`config.mk`:
```
export PLATFORM = sky130hd
export DESIGN_NAME = adder_result_seg7
export DESIGN_NICKNAME = d
export VERILOG_FILES = /design/src/rtl/adder_result_seg7.sv
export SDC_FILE = /design/constraint.sdc
export NUM_CORES = 1
export LEC_CHECK = 0
export BUFFER_PORTS_ARGS = -buffer_cell sky130_fd_sc_hd__buf_2
export CAP_MARGIN = 40
export CORE_MARGIN = 10
export CORE_UTILIZATION = 30
export DETAILED_ROUTE_END_ITERATION = 7
export SETUP_SLACK_MARGIN = 0.5
export SLEW_MARGIN = 20
export SYNTH_ARGS = -nofsm -noshare
export SYNTH_HDL_FRONTEND = slang
export SYNTH_SLANG_ARGS = --single-unit
```
`constraint.sdc`:
```
create_clock -name clk -period 3.1 [get_ports clk]
set_clock_uncertainty 0.05 [all_clocks]
set_input_delay 0.93 -clock clk [delete_from_list [all_inputs] [get_ports clk]]
set_output_delay 0.93 -clock clk [all_outputs]
set_load 0.02 [all_outputs]
```
`src/rtl/adder_result_seg7.sv`:
```
// Captures a 4-bit adder result on a valid strobe and holds it as one hex digit
// on a 7-segment display; overflowed results blink and light the decimal point.
module adder_result_seg7 #(
    parameter int HOLD_CYCLES = 1000,
    parameter int BLINK_HALF  = 100,
    parameter int CNT_W       = 10
) (
    input  logic       clk,
    input  logic       reset,
    input  logic       ena,
    input  logic [2:0] sum_in,
    input  logic       cout_in,
    input  logic       valid_in,
    output logic [6:0] seg_out,
    output logic       dp_out,
    output logic [3:0] result_q,
    output logic       overflow_flag,
    output logic       busy,
    output logic [7:0] drop_cnt
);

    typedef enum logic [1:0] {IDLE, SHOW, BLINK} state_t;

    localparam logic [CNT_W-1:0] HOLD_LAST  = CNT_W'(HOLD_CYCLES - 1);
    localparam logic [CNT_W-1:0] BLINK_LAST = CNT_W'(BLINK_HALF - 1);

    state_t           state, state_next;
    logic [CNT_W-1:0] hold_cnt, hold_next;
    logic [CNT_W-1:0] blink_cnt, blink_next;
    logic             visible, visible_next;
    logic [6:0]       seg_next;
    logic             dp_next;
    logic [3:0]       result_next;
    logic             overflow_next;
    logic             busy_next;
    logic [7:0]       drop_next;

    function automatic logic [6:0] hex7(input logic [3:0] v);
        case (v)
            4'h0: hex7 = 7'h3F;
            4'h1: hex7 = 7'h06;
            4'h2: hex7 = 7'h5B;
            4'h3: hex7 = 7'h4F;
            4'h4: hex7 = 7'h66;
            4'h5: hex7 = 7'h6D;
            4'h6: hex7 = 7'h7D;
            4'h7: hex7 = 7'h07;
            4'h8: hex7 = 7'h7F;
            4'h9: hex7 = 7'h6F;
            4'hA: hex7 = 7'h77;
            4'hB: hex7 = 7'h7C;
            4'hC: hex7 = 7'h39;
            4'hD: hex7 = 7'h5E;
            4'hE: hex7 = 7'h79;
            default: hex7 = 7'h71;
        endcase
    endfunction

    always_ff @(posedge clk) begin
        if (reset) begin
            state         <= IDLE;
            hold_cnt      <= '0;
            blink_cnt     <= '0;
            visible       <= 1'b0;
            seg_out       <= 7'h00;
            dp_out        <= 1'b0;
            result_q      <= 4'h0;
            overflow_flag <= 1'b0;
            busy          <= 1'b0;
            drop_cnt      <= 8'h00;
        end else begin
            state         <= state_next;
            hold_cnt      <= hold_next;
            blink_cnt     <= blink_next;
            visible       <= visible_next;
            seg_out       <= seg_next;
            dp_out        <= dp_next;
            result_q      <= result_next;
            overflow_flag <= overflow_next;
            busy          <= busy_next;
            drop_cnt      <= drop_next;
        end
    end

    // Everything holds its value unless ena is high, so freezing falls out of the defaults.
    always_comb begin
        state_next    = state;
        hold_next     = hold_cnt;
        blink_next    = blink_cnt;
        visible_next  = visible;
        seg_next      = seg_out;
        dp_next       = dp_out;
        result_next   = result_q;
        overflow_next = overflow_flag;
        busy_next     = busy;
        drop_next     = drop_cnt;

        if (ena) begin
            case (state)
                IDLE: begin
                    if (valid_in) begin
                        result_next   = {cout_in, sum_in};
                        overflow_next = cout_in;
                        dp_next       = cout_in;
                        seg_next      = hex7({cout_in, sum_in});
                        busy_next     = 1'b1;
                        hold_next     = '0;
                        blink_next    = '0;
                        visible_next  = 1'b1;
                        state_next    = cout_in ? BLINK : SHOW;
                    end
                end
                SHOW, BLINK: begin
                    // A strobe on the final busy cycle still counts as dropped.
                    if (valid_in && drop_cnt != 8'hFF)
                        drop_next = drop_cnt + 8'd1;
                    if (hold_cnt == HOLD_LAST) begin
                        state_next = IDLE;
                        busy_next  = 1'b0;
                        seg_next   = hex7(result_q);
                    end else begin
                        hold_next = hold_cnt + CNT_W'(1);
                        if (state == BLINK) begin
                            if (blink_cnt == BLINK_LAST) begin
                                blink_next   = '0;
                                visible_next = ~visible;
                            end else begin
                                blink_next = blink_cnt + CNT_W'(1);
                            end
                            seg_next = visible_next ? hex7(result_q) : 7'h00;
                        end
                    end
                end
                default: state_next = IDLE;
            endcase
        end
    end

endmodule

```
; Yosys cells after proc, flatten, opt, wreduce, memory -nomap -nowiden
; Memories as Yosys holds them, arrays and structs flattened. A register that Yosys moved wholly into a read port is not among the register bits.
; Index checks and enable logic that the tools add are counted.
; W data, S select, Z words.
[classes]
addsub = 3
n_eq_ne = 10
n_mux = 31
bitwise = 1
n_reduce_logical = 11
[ops]
columns = operator, count
row1 = $mux W10, 5
row2 = $pmux W10 S2, 2
row3 = $mux W7, 4
row4 = $add A10 B1 Y10 const B, 2
row5 = $mux W4, 4
row6 = $pmux W7 S2, 1
row7 = $reduce_and A4 Y1, 3
row8 = $eq A10 B10 Y1 const B, 1
row9 = $eq A10 B7 Y1 const B, 1
row10 = $mux W1, 9
row11 = $reduce_and A3 Y1, 3
row12 = $add A8 B1 Y8 const B, 1
row13 = $ne A2 B2 Y1 const B, 4
row14 = $ne A8 B8 Y1 const B, 1
row15 = $mux W2, 3
row16 = $reduce_and A5 Y1, 1
row17 = $pmux W1 S2, 2
row18 = $pmux W2 S2, 1
row19 = $ne A3 B3 Y1 const B, 1
row20 = $eq A2 B1 Y1 const B, 1
row21 = $eq A2 B2 Y1 const B, 1
row22 = $logic_not A2 Y1, 1
row23 = $reduce_bool A2 Y1, 1
row24 = $reduce_or A2 Y1, 1
row25 = other kinds (2), 2
[totals]
reg_bits = 44
rom_bits = 336
in_bits = 8
elab_cells = 68
n_memories = 3
[memory_table]
columns = name, words, width, read_ports, rd_ports_with_merged_regs, wr, line_no
row1 = (name not given), 16, 7, 1, 0, 0, 39  ; case (v)
row2 = (name not given), 16, 7, 1, 1, 0, 39
row3 = (name not given), 16, 7, 1, 1, 0, 39

; Logic depth before layout (Yosys ltp)
; Gate-level depths: netlist of the first run.
[logic_depth]
ltp_word = 10
mapped_depth = 11
mapped_depth_nobuf = 11

; Worst setup path before layout of the first run
; No wires, ideal clock.
[synth_timing]
path_kind = input port to flip-flop
from = input reset
to = register with a tool-made name
t_arrival_ps = 2867
required_ps = 2992
setup_slack_ps = 125
path_stages = 8
cell_sequence = clkbuf_1 clkbuf_1 buf_1 buf_1 nor2_1 ha_1 mux4_2 inv_1
[synth_rtl]
columns = item, line_no
row1 = from (decl), 9  ; input logic reset,

==> results.yml, run 1 <==
cts:
  root_buffer: "clkbuf_8"
  postCtsHoldBufs: 0
  htreeDepth: 2
  cts_setup_buffers: 0
  cts_resized: 0
  cts.clk_slew.worst_paths_ns: 0.09
  tritoncts: "built"
  clock_latency_ns: 0.30
  cts_sinks: 50
  numCtsBuffers: 5
  clockBufferDepth: 2
worst_setup_path:
  rr_worst_depth: 5
  worst-path-stages: 9
  r2r_start: "blink_cnt[0]"
  cp_max_fo: 9
  crit_chain: "buf_2, nand3_4, mux2i_1, nor2_2, inv_1, ha_1, inv_1, mux4_2, inv_1"
  cp_top_family: "multiplexers"
  r2r_slack_ns: 0.71
  worstSetupStartpointType: "input pin"
  setup.worst_path.end_class: "flip-flop"
  worst_ep_arrival_time_ns: 2.62
  cpMaxStageDelayCell: "mux4_2"
  path_common_cell: "inv_1"
  crit_buf_inv: 4
  worstPathRequired_ns: 3.30
  cpPeakStageDelay_ns: 0.44
  worstSetupPathType: "input pin to flip-flop"
  timing.rr.end: "seg_out[1]"
pwr:
  powerDensity_nw_per_um2: 407
  power.leakage_nw: 1.26
  max-vdd-ir-drop_mv: 0.180
  fin_total_pwr_w: 0.00131
logic_synthesis:
  netlist_area_um2: 2840
  async_flop_share_pct: 0
  synth_edf_count: 0
  synth_top_area_cell: "dfxtp_1"
  ys.flop_type: "dfxtp_1"
  synth_area_leaders: "dfxtp_1 35%, ha_1 8.8%, nor2_1 4.2%"
  synth_cells: 334
  avgSynthCellArea_um2: 8.50
  yosysWarnings: 0
  synthesis.nets: 362
  yosys_register_bits: 50
  yosysTopAreaCellShare_pct: 35.3
  yosysUniqueCellTypes: 51
  synth_seq_area_share_pct: 35.3
sta:
  setup_viol: 0
  fmax_mhz: 415
  finalCritPeriodShare_pct: 77.8
  setup-tns-final_ns: 0
  slew_viol_final: 0
  worstMarginPinSlew_ns: 0.538
  rsz0062_at_grt: "no"
  final_hold_viol_count: 0
  post-route-min-period_ns: 2.41
  slew_headroom_pct: 63.1
drt:
  vias: 2409
  drtPass1Iterations: 4
  ant_nets: 0
  wl_per_cell_um: 13.5
  wl_um: 6590
  drt_iter0_drc: 181
  drc_errors: 0
  avgViaCountPerCell: 4.93
grt:
  overflow: 0
  grt_pass1_vias: 2340
  grt_antenna_before_repair: 0
  grt_pass1_wl_um: 11100
  grt_usage_pct: 9.86
  grt_max_degree: 27
place:
  placed_cells: 481
  place.gp.congestion: 0.926
  numPortBuffers: 29
  dp_hpwl_um: 4850
floorplan:
  dieArea_um2: 13800
  rows: 35
  fp.dieH_um: 117
  die_x_um: 117
  start_util_pct: 30.7
  num_io_pins: 30
  core_area_um2: 9240
cells_and_area:
  syn2layout_area_growth_pct: 13.4
  fin_cells: 489
  num_antenna_cells: 0
  layout_commonest_cell: "dfxtp_1"
  drive_gt1_share_pct: 14.4
  fin_nets: 387
  final_cell_mix: "50 x dfxtp_1, 31 x nor2_1, 29 x buf_2"
run:
  drv_cap: 0
hold_path:
  holdPathStages: 2
  hold_path_end: "seg_out[0]"
  hp-class: "flip-flop to flip-flop"
status:
  outcome: "complete, no violations"
-- tightest hold or removal path: cells and delay by family, from the launching register on --
| family | cells | cell delay (ns) |
|---|---|---|
| and+or+nand+nor | 1 | 0.04 |
| AOI/OAI and AO/OA | 1 | 0.06 |
| DFF | 1 | 0.31 |
-- per-stage QoR --
stage                     hold slack, ns  utilization [%]  area [µm²]  setup slack, ns
final                              0.393             34.8        3220            0.688
after detailed placement           0.374             33.8        3120            0.324
after global routing               0.423             34.8        3220            0.564
after global placement             0.374             33.8        3120            0.417
after CTS                          0.399             34.8        3210            0.636
after floorplan                    0.359                -        2860            0.514
-- cells in the mapped netlist (9+ instances only) --
cell type  number
a21oi_1        18
clkbuf_1       10
dfxtp_1        50
ha_1           20
inv_1          20
nand2_1        25
nand3_1        15
nand4_1         9
nor2_1         32
nor2b_1        15
nor3_1         15
o21ai_0        10
-- power by group --
group / leakage [nW] / switching, W / internal, W
Clock: 0.0482 / 0.000209 / 0.000180
Combinational: 0.808 / 0.000152 / 0.0000826
Sequential: 0.406 / 0.0000174 / 0.000669
Total: 1.26 / 0.000379 / 0.000932
-- layer usage --
layer / vias to the layer above / track usage, % / share of wire [%]
met5: - / 0 / 0
met4: 0 / 3.79 / 1.5
met3: 5 / 2.09 / 3.1
met2: 26 / 15.7 / 46
met1: 1119 / 12.8 / 50
li1: 1259 / - / -
-- area by class of cell --
type	count	area (µm²)
clock buffers	7	86.3
fillers	943	6020
flip-flops and latches	50	1000
multi-input cells	249	1710
repair buffers	33	175
well taps	129	161
clock inverters	1	5.00
inverters	20	75.1
-- worst max-delay path by stage --
stage | slack (ns) | endpoint | start
2_1_floorplan | 0.51 | flip-flop | ena
3_3_place_gp | 0.42 | flip-flop | ena
3_5_place_dp | 0.32 | flip-flop | ena
4_1_cts | 0.64 | flip-flop | ena
5_1_grt | 0.56 | flip-flop | ena
6_report | 0.69 | flip-flop | ena
-- cell families after synthesis --
family	share of synthesized area, %
AOI/OAI and AO/OA	16.1
xor gates and xnor gates	3.70
adders and majority gates	8.81
buffers and inverters	4.94
DFF	35.3
muxes	4.89
and+or+nand+nor	26.3
(Power assumes the default switching activity.)
==> run 2: changes to the inputs <==
==> constraint.sdc (replaced) <==
create_clock -name clk -period 2.3 [get_ports clk]
set_clock_uncertainty 0.05 [all_clocks]
set_input_delay 0.69 -clock clk [delete_from_list [all_inputs] [get_ports clk]]
set_output_delay 0.69 -clock clk [all_outputs]
set_load 0.02 [all_outputs]
==> run 2 against run 1 <==
Setup slack worse by 0.45 ns. Cell count up 10%. Critical path depth down 3. Sequential power up 35%. Global-route usage up 1.4 points. Non-clock buffer count up 48. First-iteration DRC count down 18%. Sequential share of layout area down 6.2 points. Final area up 26%. Combinational power up 120%. Largest cell class unchanged. Register-to-register slack worse by 0.47 ns.
==> results.yml, run 2 (synthesized netlist as in run 1, its figures left out) <==
drt:
  drtPass1Iterations: 4
  drt_iter0_drc: 149
  wl_per_cell_um: 14.9
  wl_um: 8010
  drc_errors: 0
  vias: 2725
  ant_nets: 0
  avgViaCountPerCell: 5.07
sta:
  setup-tns-final_ns: 0
  final_hold_viol_count: 0
  setup_slack_ns: 0.236
  hold_slack_ns: 0.411
  finalCritPeriodShare_pct: 89.7
  slew_viol_final: 0
  fmax_mhz: 484
  post-route-min-period_ns: 2.06
  worstMarginPinSlew_ns: 0.391
  setup_viol: 0
  slew_headroom_pct: 73.7
  rsz0062_at_grt: "yes"
grt:
  overflow: 0
  grt_antenna_before_repair: 0
  grt_pass1_vias: 2565
  grt_pass1_wl_um: 12700
  grt_max_degree: 26
  grt_usage_pct: 11.2
cells_and_area:
  num_antenna_cells: 0
  fin_nets: 436
  multi_input_area_um2: 2110
  final_core_util_pct: 44.0
  final_cell_mix: "42 x dfxtp_1, 38 x buf_4, 29 x buf_2"
  layout_commonest_cell: "dfxtp_1"
  drive_gt1_share_pct: 39.9
  syn2layout_area_growth_pct: 43.1
  seqCellArea_um2: 1010
  fillers: 889
cts:
  postCtsHoldBufs: 0
  clock_latency_ns: 0.30
  root_buffer: "clkbuf_8"
  tritoncts: "built"
  htreeDepth: 2
  clockBufferDepth: 2
  numCtsBuffers: 5
  cts.clk_slew.worst_paths_ns: 0.09
  cts_sinks: 50
worst_setup_path:
  worst_ep_arrival_time_ns: 2.21
  timing.rr.end: "seg_out[1]"
  cp_max_fo: 7
  setup.worst_path.end_class: "flip-flop"
  worstPathRequired_ns: 2.45
  rr_worst_depth: 6
  worstSetupPathType: "flip-flop to flip-flop"
  r2r_start: "blink_cnt[1]"
  worstSetupStartpointType: "flip-flop"
  r2r_slack_ns: 0.24
floorplan:
  core_area_um2: 9240
  num_io_pins: 30
  rows: 35
  start_util_pct: 30.7
  dieArea_um2: 13800
  die_x_um: 117
  fp.dieH_um: 117
place:
  numPortBuffers: 29
  pre_cts_slack_ns: 0.0311
  place.gp.congestion: 0.820
  dp_hpwl_um: 5250
run:
  drv_cap: 0
pwr:
  max-vdd-ir-drop_mv: 0.327
  power.leakage_nw: 1.56
  powerDensity_nw_per_um2: 508
hold_path:
  hold_path_end: "seg_out[0]"
  hp-class: "flip-flop to flip-flop"
  holdPathStages: 2
status:
  outcome: "complete, no violations"
run 2: changes by cell type in the layout (fill, tap and decap cells not counted), moves of 5 or more:
cell,before,now
a21oi_1,18,12
buf_4,4,38
buf_6,0,13
dfxtp_1,50,42
dfxtp_2,0,7
ha_1,20,12
ha_4,0,5
inv_1,20,15
inv_2,0,5
nor3_1,15,10
run 2: routing by layer:
layer	routed length (µm)	vias up	global-route usage (%)	share of wire, %
met3	230	11	2.04	2.9
met2	4160	36	19.5	52
met5	0	-	0	0
li1	-	1353	-	-
met1	3470	1325	13.9	43
met4	150	0	2.80	1.9
run 2: how the worst max path moves through the flow:
stage / to / slack [ns] / startpoint / cells past startpoint
global route: flip-flop / 0.18 / state[0] / 10
floorplan: flip-flop / 0.004 / ena / 9
global placement: flip-flop / 0.06 / valid_in / 10
detailed placement: flip-flop / 0.03 / valid_in / 10
CTS: seg_out[1] / 0.17 / blink_cnt[1] / 6
finish: seg_out[1] / 0.24 / blink_cnt[1] / 6
run 2: layout make-up:
class	instances	share of cell area, %
tap	129	3.97
clock buffer	6	1.79
timing repair buffer	81	14.7
multi-input combinational	250	51.8
inverter	20	1.85
sequential	50	24.9
clock inverter	2	0.924
run 2: per-stage QoR:
step / instance area [µm²] / power, W / std cells
5_1_grt: 4060 / 0.00216 / 538
3_5_place_dp: 3330 / 0.00130 / 498
2_1_floorplan: 2970 / 0.00119 / 334
6_report: 4060 / 0.00206 / 538
4_1_cts: 3880 / 0.00203 / 532
3_3_place_gp: 3330 / 0.00129 / 498
run 2: what timing repair did:
| action | in CTS | in global routing |
|---|---|---|
| endpoints found under the setup margin | 46 | 37 |
| pin swaps | 31 | 15 |
| buffers inserted | 25 | 6 |
| cloned | 1 | 0 |
| gates resized for setup | 62 | 28 |
| endpoints found under the hold margin | 0 | 0 |
run 2: where the power goes:
part / leakage (nW) / switching [W] / internal (W)
logic: 1.10 / 0.000276 / 0.000231
registers: 0.410 / 0.0000265 / 0.000902
clock network: 0.0514 / 0.000302 / 0.000325
run 2: worst max-delay path, cell delays in order (launching register included):
cell	delay, ns
dfxtp_2	0.36
ha_4	0.14
or4b_4	0.49
o31ai_2	0.30
a311oi_4	0.13
buf_6	0.16
a221o_1	0.34
